===== config.mk =====
export PLATFORM = sky130hd
export DESIGN_NAME = buf64_rdctl
export DESIGN_NICKNAME = d
export VERILOG_FILES = /design/src/rtl/buf64_rdctl.sv
export SDC_FILE = /design/constraint.sdc
export NUM_CORES = 1
export LEC_CHECK = 0
export ABC_AREA = 1
export CORE_MARGIN = 2
export CORE_UTILIZATION = 46
export DETAILED_ROUTE_END_ITERATION = 16
export PLACE_DENSITY = 0.85
export SLEW_MARGIN = 20
export SYNTH_ARGS = -nofsm -noshare
export SYNTH_HDL_FRONTEND = slang
export SYNTH_SLANG_ARGS = --single-unit

===== constraint.sdc =====
create_clock -name CLK -period 3.6 [get_ports CLK]
set_clock_uncertainty 0.2 [all_clocks]
set_input_delay 0.36 -clock CLK [delete_from_list [all_inputs] [get_ports CLK]]
set_output_delay 0.36 -clock CLK [all_outputs]
set_load 0.1 [all_outputs]

===== src/rtl/buf64_rdctl.sv =====
// Ping-pong 2x64 FFT buffer sequencer: writes frames in order, reads the other half back.
// Build option BUF64_BITREV_EN: when defined the read order is bit-reversed, otherwise natural.
module buf64_rdctl #(
  parameter int nb = 16
) (
  input  logic          CLK,
  input  logic          RST,
  input  logic          ED,
  input  logic          START,
  input  logic [nb-1:0] DR,
  input  logic [nb-1:0] DI,
  output logic [nb-1:0] RAM_DR,
  output logic [nb-1:0] RAM_DI,
  output logic          WE,
  output logic          ODD,
  output logic [5:0]    ADDRW,
  output logic [5:0]    ADDRR,
  input  logic [nb-1:0] RAM_DOR,
  input  logic [nb-1:0] RAM_DOI,
  output logic [nb-1:0] DOR,
  output logic [nb-1:0] DOI,
  output logic          RDY,
  output logic          VLD
);
  localparam int STAGES = 2;

  typedef enum logic [1:0] {IDLE, FILL, STREAM} state_t;

  state_t            state, state_nxt;
  logic [5:0]        wc, rc;
  logic [STAGES:1]   vld_pipe, frst_pipe;
  logic              wrap, rd_act;

  function automatic logic [5:0] bitrev6(input logic [5:0] a);
    logic [5:0] r;
    for (int i = 0; i < 6; i++) r[i] = a[5-i];
    return r;
  endfunction

  // wc already points at the next write slot, so wc==0 means this edge rewrites address 0.
  assign wrap   = (state != IDLE) && (wc == 6'd0);
  assign rd_act = (state == STREAM);

`ifdef BUF64_BITREV_EN
  assign ADDRR = bitrev6(rc);
`else
  assign ADDRR = rc;
`endif

  always_ff @(posedge CLK) begin
    if (RST) state <= IDLE;
    else     state <= state_nxt;
  end

  always_comb begin
    state_nxt = state;
    if (ED) begin
      if (START)     state_nxt = FILL;
      else if (wrap) state_nxt = STREAM;
    end
  end

  always_ff @(posedge CLK) begin
    if (RST) begin
      wc        <= '0;
      rc        <= '0;
      ADDRW     <= '0;
      WE        <= 1'b0;
      ODD       <= 1'b0;
      RAM_DR    <= '0;
      RAM_DI    <= '0;
      vld_pipe  <= '0;
      frst_pipe <= '0;
      DOR       <= '0;
      DOI       <= '0;
      VLD       <= 1'b0;
      RDY       <= 1'b0;
    end else if (ED) begin
      if (START) begin
        // Restart always begins a fresh first frame; any partial frame is dropped.
        wc        <= 6'd1;
        rc        <= '0;
        ADDRW     <= '0;
        WE        <= 1'b1;
        ODD       <= 1'b0;
        RAM_DR    <= DR;
        RAM_DI    <= DI;
        vld_pipe  <= '0;
        frst_pipe <= '0;
        VLD       <= 1'b0;
        RDY       <= 1'b0;
      end else begin
        if (state != IDLE) begin
          wc     <= wc + 6'd1;
          ADDRW  <= wc;
          WE     <= 1'b1;
          RAM_DR <= DR;
          RAM_DI <= DI;
        end
        if (wrap) begin
          ODD <= ~ODD;
          rc  <= '0;
        end else if (rd_act) begin
          rc  <= rc + 6'd1;
        end
        vld_pipe  <= {vld_pipe[1], rd_act};
        frst_pipe <= {frst_pipe[1], rd_act && (rc == 6'd0)};
        VLD       <= vld_pipe[STAGES];
        RDY       <= frst_pipe[STAGES];
        if (vld_pipe[STAGES]) begin
          DOR <= RAM_DOR;
          DOI <= RAM_DOI;
        end
      end
    end
  end
endmodule

==> impl_results.md, run 1 <==
* Netlist cell types at 29
* Post-synthesis sequential area ratio at 51.6%
* Setup WS pre-CTS at a little over 1000 ps
* Number of top-level pins at roughly 150
* Post-Syn Area at 3570 µm²
* # rows at 32
* Worst Setup Start Kind: flip-flop
* Total Wirelength at 9220 µm
* Synth Area in Compound Gates at 13.2%
* Non-filler cells, final at 695
* First-pass GRT wire length at 15400 µm
* Initial antenna violation count at 0
* Hold violation count in the final report at 0
* Vias/cell at roughly 4.9
* DP Cell Count at around 680
* P_int at 1.60 mW
* Setup-failing EPs final at 0
* Post-Synth Adder-Cell Area at between 1 and 1.5%
* Die width at 92.1 µm
* Final Util at 68.7%
* Leakage at 1.90 nW
* Core area at around 7600 µm²
* Mean post-synth cell area at roughly 7.9 µm²
* Area share of the largest cell type after synthesis at 51.6%
* Post-synthesis mux area share at 0%
* Final Instance Area at roughly 5200 µm²
* Max Clock Freq at 392 MHz
* Worst slew pin tran at 1040 ps
* Largest vdd supply drop at between 0.00015 and 0.0002 V
* Area Overhead vs Synth at 46.3%
* PostCTS Resize Cnt at 0
* Clk slew on worst S/H paths at 80 ps
* Kind of critical path: reg -> out
* Simple-gate share of the synthesized area at 25.2%
* DIE AREA at 8490 µm²
* Die Height at just over 90 µm
* DRC Markers at 0
* Antenna-violating nets left at 0
* Seq pwr share at 46.1%
* Post-DP Area at between 4000 and 5000 µm²
* Final period utilization at 70.8%
* Switching share of total power at 30.6%
* Crit-path max FO at 6
* Syn nets at 526
* Number of global-route vias before repair at approximately 3400
* Flops & latches, synth at 92
* Crit-path slowest cell: clkdlybuf4s50_1
* Clock Path Buffers at 2
* Element type at the critical path end: output pin
* ANT cells at 0
* # Post-CTS Setup Buffers at 0
* Setup repair after global routing missed its margin: false
* Commonest cells after routing, fill and taps aside: 146 x clkdlybuf4s50_1, 92 x dfxtp_1, 78 x nand2_1
* Starting Density at 47.0%
* H-tree levels at 3
* Detailed Routing Iterations Pass 1 at 4
* Worst slew margin at 30.6%
* Post-layout nets at 660
* Total power per unit cell area at 442 nW/µm²
* Net switching power at slightly above 700 µW
* CTS Hold Buffers Added at 0
* Total track usage at between 20 and 25%
* Share of cells above drive strength 1 at about 5.7%
* Synth warn at 0
* CTS tree: done
* Post-synthesis share of cell area spent on xor and xnor gates at 0.245%
* Vias at around 3400
* Clock Root Buffer: clkbuf_8
* Global route overflow at 0
* Synth area leaders: dfxtp_1 52%, nand2_1 8.2%, nor2_1 8.1%
* Critical-path cell list: clkdlybuf4s50_1
* Dpl hpwl at about 6300 µm
* Final Max Slew Viols at 0
* Largest net degree at the start of global routing at 54
* Status: completed
* Largest family of logic cells by synthesized area: simple AND/OR/NAND/NOR gates
* Setup WS post-layout at 1050 ps
* Post-Route Setup TNS at 0 ps
* Slowest cell delay on critical path at around 1200 ps
* MaxCap Viol Count at 0
* R2R setup slack at 1580 ps
* Post-synth top area cell: dfxtp_1
* Worst-Skew Late Latency at ~360 ps
* Initial DRC Count at 138
* WP data arrival at 1990 ps
* Total power draw at 2.31 mW
* HP Class: reg -> reg
* Worst hold margin at 270 ps
* Drt wl/cell at 13.3 µm
* Port buffer count at 147
* CP Buf/Inv Count at 1
* Clock sinks at 92
* Filler cells at roughly 610
* Comb pwr share at 19.9%
* Cts bufs inserted at 9
* Crit path time final at 2550 ps
* Post-Synthesis Cells at roughly 450
* Most common cell after layout, fill and taps aside: clkdlybuf4s50_1
* Critical Path RT at 3040 ps
* CP delay by family, top: buffers and inverters
* Clock share of power at between 30% and 40%
* GP Congestion at 0.795
[kinds of logic (layout without fill, tap and decap cells)]
kind of cell / after synthesis / after routing
compound gates: 93 / 93
xor+xnor: 1 / 1
fa+ha+maj: 4 / 4
buf+inv: 54 / 193
flops: 92 / 92
simple gates: 210 / 210
[cell type report]
class,instances,area [µm²],share of cell area (%)
clock buffer,10,138,2.63
clock inverter,6,92.6,1.77
inverter,27,105,2.01
multi-input combinational,308,1430,27.4
sequential,92,1840,35.2
tap,102,128,2.44
timing repair buffer,150,1490,28.5
[power by group through the flow]
| stage | Combinational, mW | Clock (mW) | Sequential [mW] |
|---|---|---|---|
| global route | 0.486 | 0.847 | 1.07 |
| floorplan | 0.102 | 0 | 1.30 |
| global placement | 0.454 | 0 | 1.09 |
| finish | 0.460 | 0.786 | 1.07 |
| CTS | 0.460 | 0.801 | 1.07 |
| detailed placement | 0.459 | 0 | 1.09 |
[worst paths after layout]
| path | startpoint | to | depth (start not counted) |
|---|---|---|---|
| min | DOI[3]$_SDFFE_PP0P_ | DOI[3]$_SDFFE_PP0P_ | 2 |
| min reg2reg | DOI[3]$_SDFFE_PP0P_ | DOI[3]$_SDFFE_PP0P_ | 2 |
| max reg2reg | vld_pipe[2]$_SDFFE_PP0P_ | DOR[8]$_SDFFE_PP0P_ | 4 |
| max | ADDRR[2]$_SDFFE_PP0P_ | ADDRR[2] | 1 |
[cell usage after synthesis (all sizes together)]
master  count
ha          4
nor2       80
buf        14
xor2        1
a211oi      1
nand2      81
nand3b      1
inv        25
clkinv      2
nor3b       1
o21ai      37
nand3      44
clkbuf     13
a21oi      55
nor3        3
dfxtp      92
[per-layer routing]
metal / global-route usage (%) / vias up / wire, µm / part of all wire, %
li1: - / 1738 / - / -
met1: 26.6 / 1555 / 3930 / 43
met2: 39.7 / 97 / 4660 / 51
met3: 5.59 / 14 / 441 / 4.8
met4: 9.45 / 0 / 191 / 2.1
met5: 0 / - / 0 / 0
[worst min-delay path: stages, from the launching register on]
cell and delay (ps):
dfxtp_1 320, nand2_1 60, a21oi_1 50
[sequential cells by signal, summed over array words and instances, names as in the netlist]
name       count
wc             6
DOI           16
WE             1
RDY            1
frst_pipe      2
ADDRR          6
RAM_DI        16
ODD            1
ADDRW          6
DOR           16
VLD            1
RAM_DR        16
state          2
vld_pipe       2
No activity file was read; power rests on OpenSTA's default activity.
==> inputs of run 2 (changes only) <==
--- a/config.mk
+++ b/config.mk
@@ -7,9 +7,9 @@
 export LEC_CHECK = 0
 export ABC_AREA = 1
 export CORE_MARGIN = 2
-export CORE_UTILIZATION = 46
+export CORE_UTILIZATION = 43
 export DETAILED_ROUTE_END_ITERATION = 16
-export PLACE_DENSITY = 0.85
+export PLACE_DENSITY = 0.8
 export SLEW_MARGIN = 20
 export SYNTH_ARGS = -nofsm -noshare
 export SYNTH_HDL_FRONTEND = slang
==> constraint.sdc (replaced) <==
create_clock -name CLK -period 2.4 [get_ports CLK]
set_clock_uncertainty 0.2 [all_clocks]
set_input_delay 0.24 -clock CLK [delete_from_list [all_inputs] [get_ports CLK]]
set_output_delay 0.24 -clock CLK [all_outputs]
set_load 0.1 [all_outputs]
==> impl_results.md, run 2 (same netlist as run 1, synthesis figures left out) <==
* Share of cells above drive strength 1 at 19.9% (+14 points)
* HP Class: in -> reg
* Critical R2R Launch: wc[0]$_SDFFE_PP0P_
* Antenna-violating nets left at 0 (unchanged)
* Post-Route Setup TNS at 0 ps (unchanged)
* CTS tree: done
* Clock Root Buffer: clkbuf_8
* Cts bufs inserted at 9 (unchanged)
* DRC Markers at 0 (unchanged)
* Number of top-level pins at 148 (unchanged)
* Worst hold margin at 218 ps (-52.5 ps)
* PostCTS Resize Cnt at 0 (unchanged)
* Total power per unit cell area at 658 nW/µm² (+49%)
* Final period utilization at 73.0%
* H-tree levels at 3 (unchanged)
* Global route overflow at 0 (unchanged)
* Filler cells at 745 (+23%)
* Global Route met3 Usage at 6.09% (+0.50 points)
* DIE AREA at 9050 µm² (+6.7%)
* ANT cells at 0 (unchanged)
* Vias/cell at 4.87 (-0.58%)
* WP data arrival at 1850 ps (-140 ps)
* CTS Hold Buffers Added at 0 (unchanged)
* Hold wc startpoint: RST
* Port buffer count at 147 (unchanged)
* Max Clock Freq at 571 MHz
* Clk slew on worst S/H paths at 90 ps (about the same)
* Critical Path RT at 2500 ps (-540 ps)
* Non-filler cells, final at 704 (+1.3%)
* Final Max Slew Viols at 0 (unchanged)
* Dpl hpwl at 6640 µm (+4.6%)
* GP Congestion at 0.798 (+0.28%)
* Worst slew margin at 63.2% (+33 points)
* Clock Path Buffers at 2 (unchanged)
* Commonest cells after routing, fill and taps aside: 92 x dfxtp_1, 88 x buf_4, 78 x nand2_1
* MaxCap Viol Count at 0 (unchanged)
* Largest net degree at the start of global routing at 54 (unchanged)
* Kind of critical path: in -> reg
* # Post-CTS Setup Buffers at 0 (unchanged)
* Status: completed
* Crit path time final at approximately 1800 ps
* Grt met1 use at 22.8% (-3.8 points)
* Core area at 8130 µm² (+6.9%)
* Element type at the critical path end: flip-flop
* DP Cell Count at 688 (+1.3%)
* Worst-Skew Late Latency at 360 ps (about the same)
* Initial antenna violation count at 0 (unchanged)
* Leakage at 2.07 nW (+9.0%)
* Die width at 95.1 µm (+3.3%)
* Area Overhead vs Synth at 41.5%
* Most common cell after layout, fill and taps aside: dfxtp_1
* # rows at 33 (+3.1%)
* Vias at 3428 (+0.71%)
* Total track usage at 20.2% (-2.5 points)
* Starting Density at 43.9% (-3.0 points)
* Total Wirelength at 9160 µm (-0.65%)
* Clock sinks at 92 (unchanged)
* Hold violation count in the final report at 0 (unchanged)
* Number of global-route vias before repair at 3269 (-3.0%)
* Worst Setup Start Kind: primary input
* Crit-path max FO at 20 (+14)
* Crit path launch: START
* First-pass GRT wire length at 14400 µm (-6.8%)
* Most used routing layer: met2
* Drt wl/cell at 13.0 µm (-1.9%)
* GR Util met2 at 34.6% (-5.1 points)
* Initial DRC Count at 124 (-10%)
* Setup-failing EPs final at 0 (unchanged)
* Post-layout nets at 666 (+0.91%)
* Die Height at 95.1 µm (+3.3%)
* Worst slew pin tran at 552 ps (-487 ps)
* Largest vdd supply drop at 0.000326 V (+65%)
* Final Util at 62.2% (-6.5 points)
* Setup repair after global routing missed its margin: false
* Detailed Routing Iterations Pass 1 at 4 (unchanged)
[run 2: area by class of cell]
| cell class | count | area [µm²] | area share, % |
|---|---|---|---|
| Sequential cell | 92 | 1840 | 36.4 |
| Tap cell | 105 | 131 | 2.60 |
| Multi-Input combinational cell | 308 | 1430 | 28.3 |
| Timing Repair Buffer | 156 | 1350 | 26.6 |
| Clock buffer | 10 | 128 | 2.52 |
| Clock inverter | 6 | 72.6 | 1.44 |
| Inverter | 27 | 105 | 2.08 |
[run 2: per-stage QoR]
| step | cell area, µm² | total power, mW | setup WS, ps |
|---|---|---|---|
| after global placement | 4860 | 2.31 | 348 |
| after detailed placement | 4860 | 2.32 | 275 |
| after floorplan | 3570 | 2.11 | 363 |
| after global routing | 5060 | 3.46 | 500 |
| final | 5060 | 3.33 | 648 |
| after CTS | 5060 | 3.35 | 649 |
[run 2: worst paths after layout]
path	slack [ps]	depth (start not counted)	endpoint
worst max-delay path	650	8	RAM_DR[15]$_SDFFE_PP0P_
worst min-delay path	220	5	RAM_DR[10]$_SDFFE_PP0P_
worst max register to register	720	9	ADDRR[0]$_SDFFE_PP0P_
worst min register to register	270	2	DOR[15]$_SDFFE_PP0P_
[run 2: power breakdown]
group	internal [mW]	switching, mW
Sequential	1.57	0.0269
Clock	0.491	0.553
Combinational	0.202	0.478
Total	2.27	1.06
[run 2: worst max-delay path, cell delays in order]
cell and delay (ps):
clkdlybuf4s50_1 640, inv_2 90, nand2_2 130, nand2_4 140
inv_2 250, buf_12 190, nor2_1 50, nor2_1 100
[run 2: metal layers]
metal	share of wire [%]	wire, µm	vias to the layer above
met1	41	3750	1571
met2	51	4640	90
met3	5.6	512	19
met5	0	0	-
li1	-	-	1748
met4	2.8	261	0
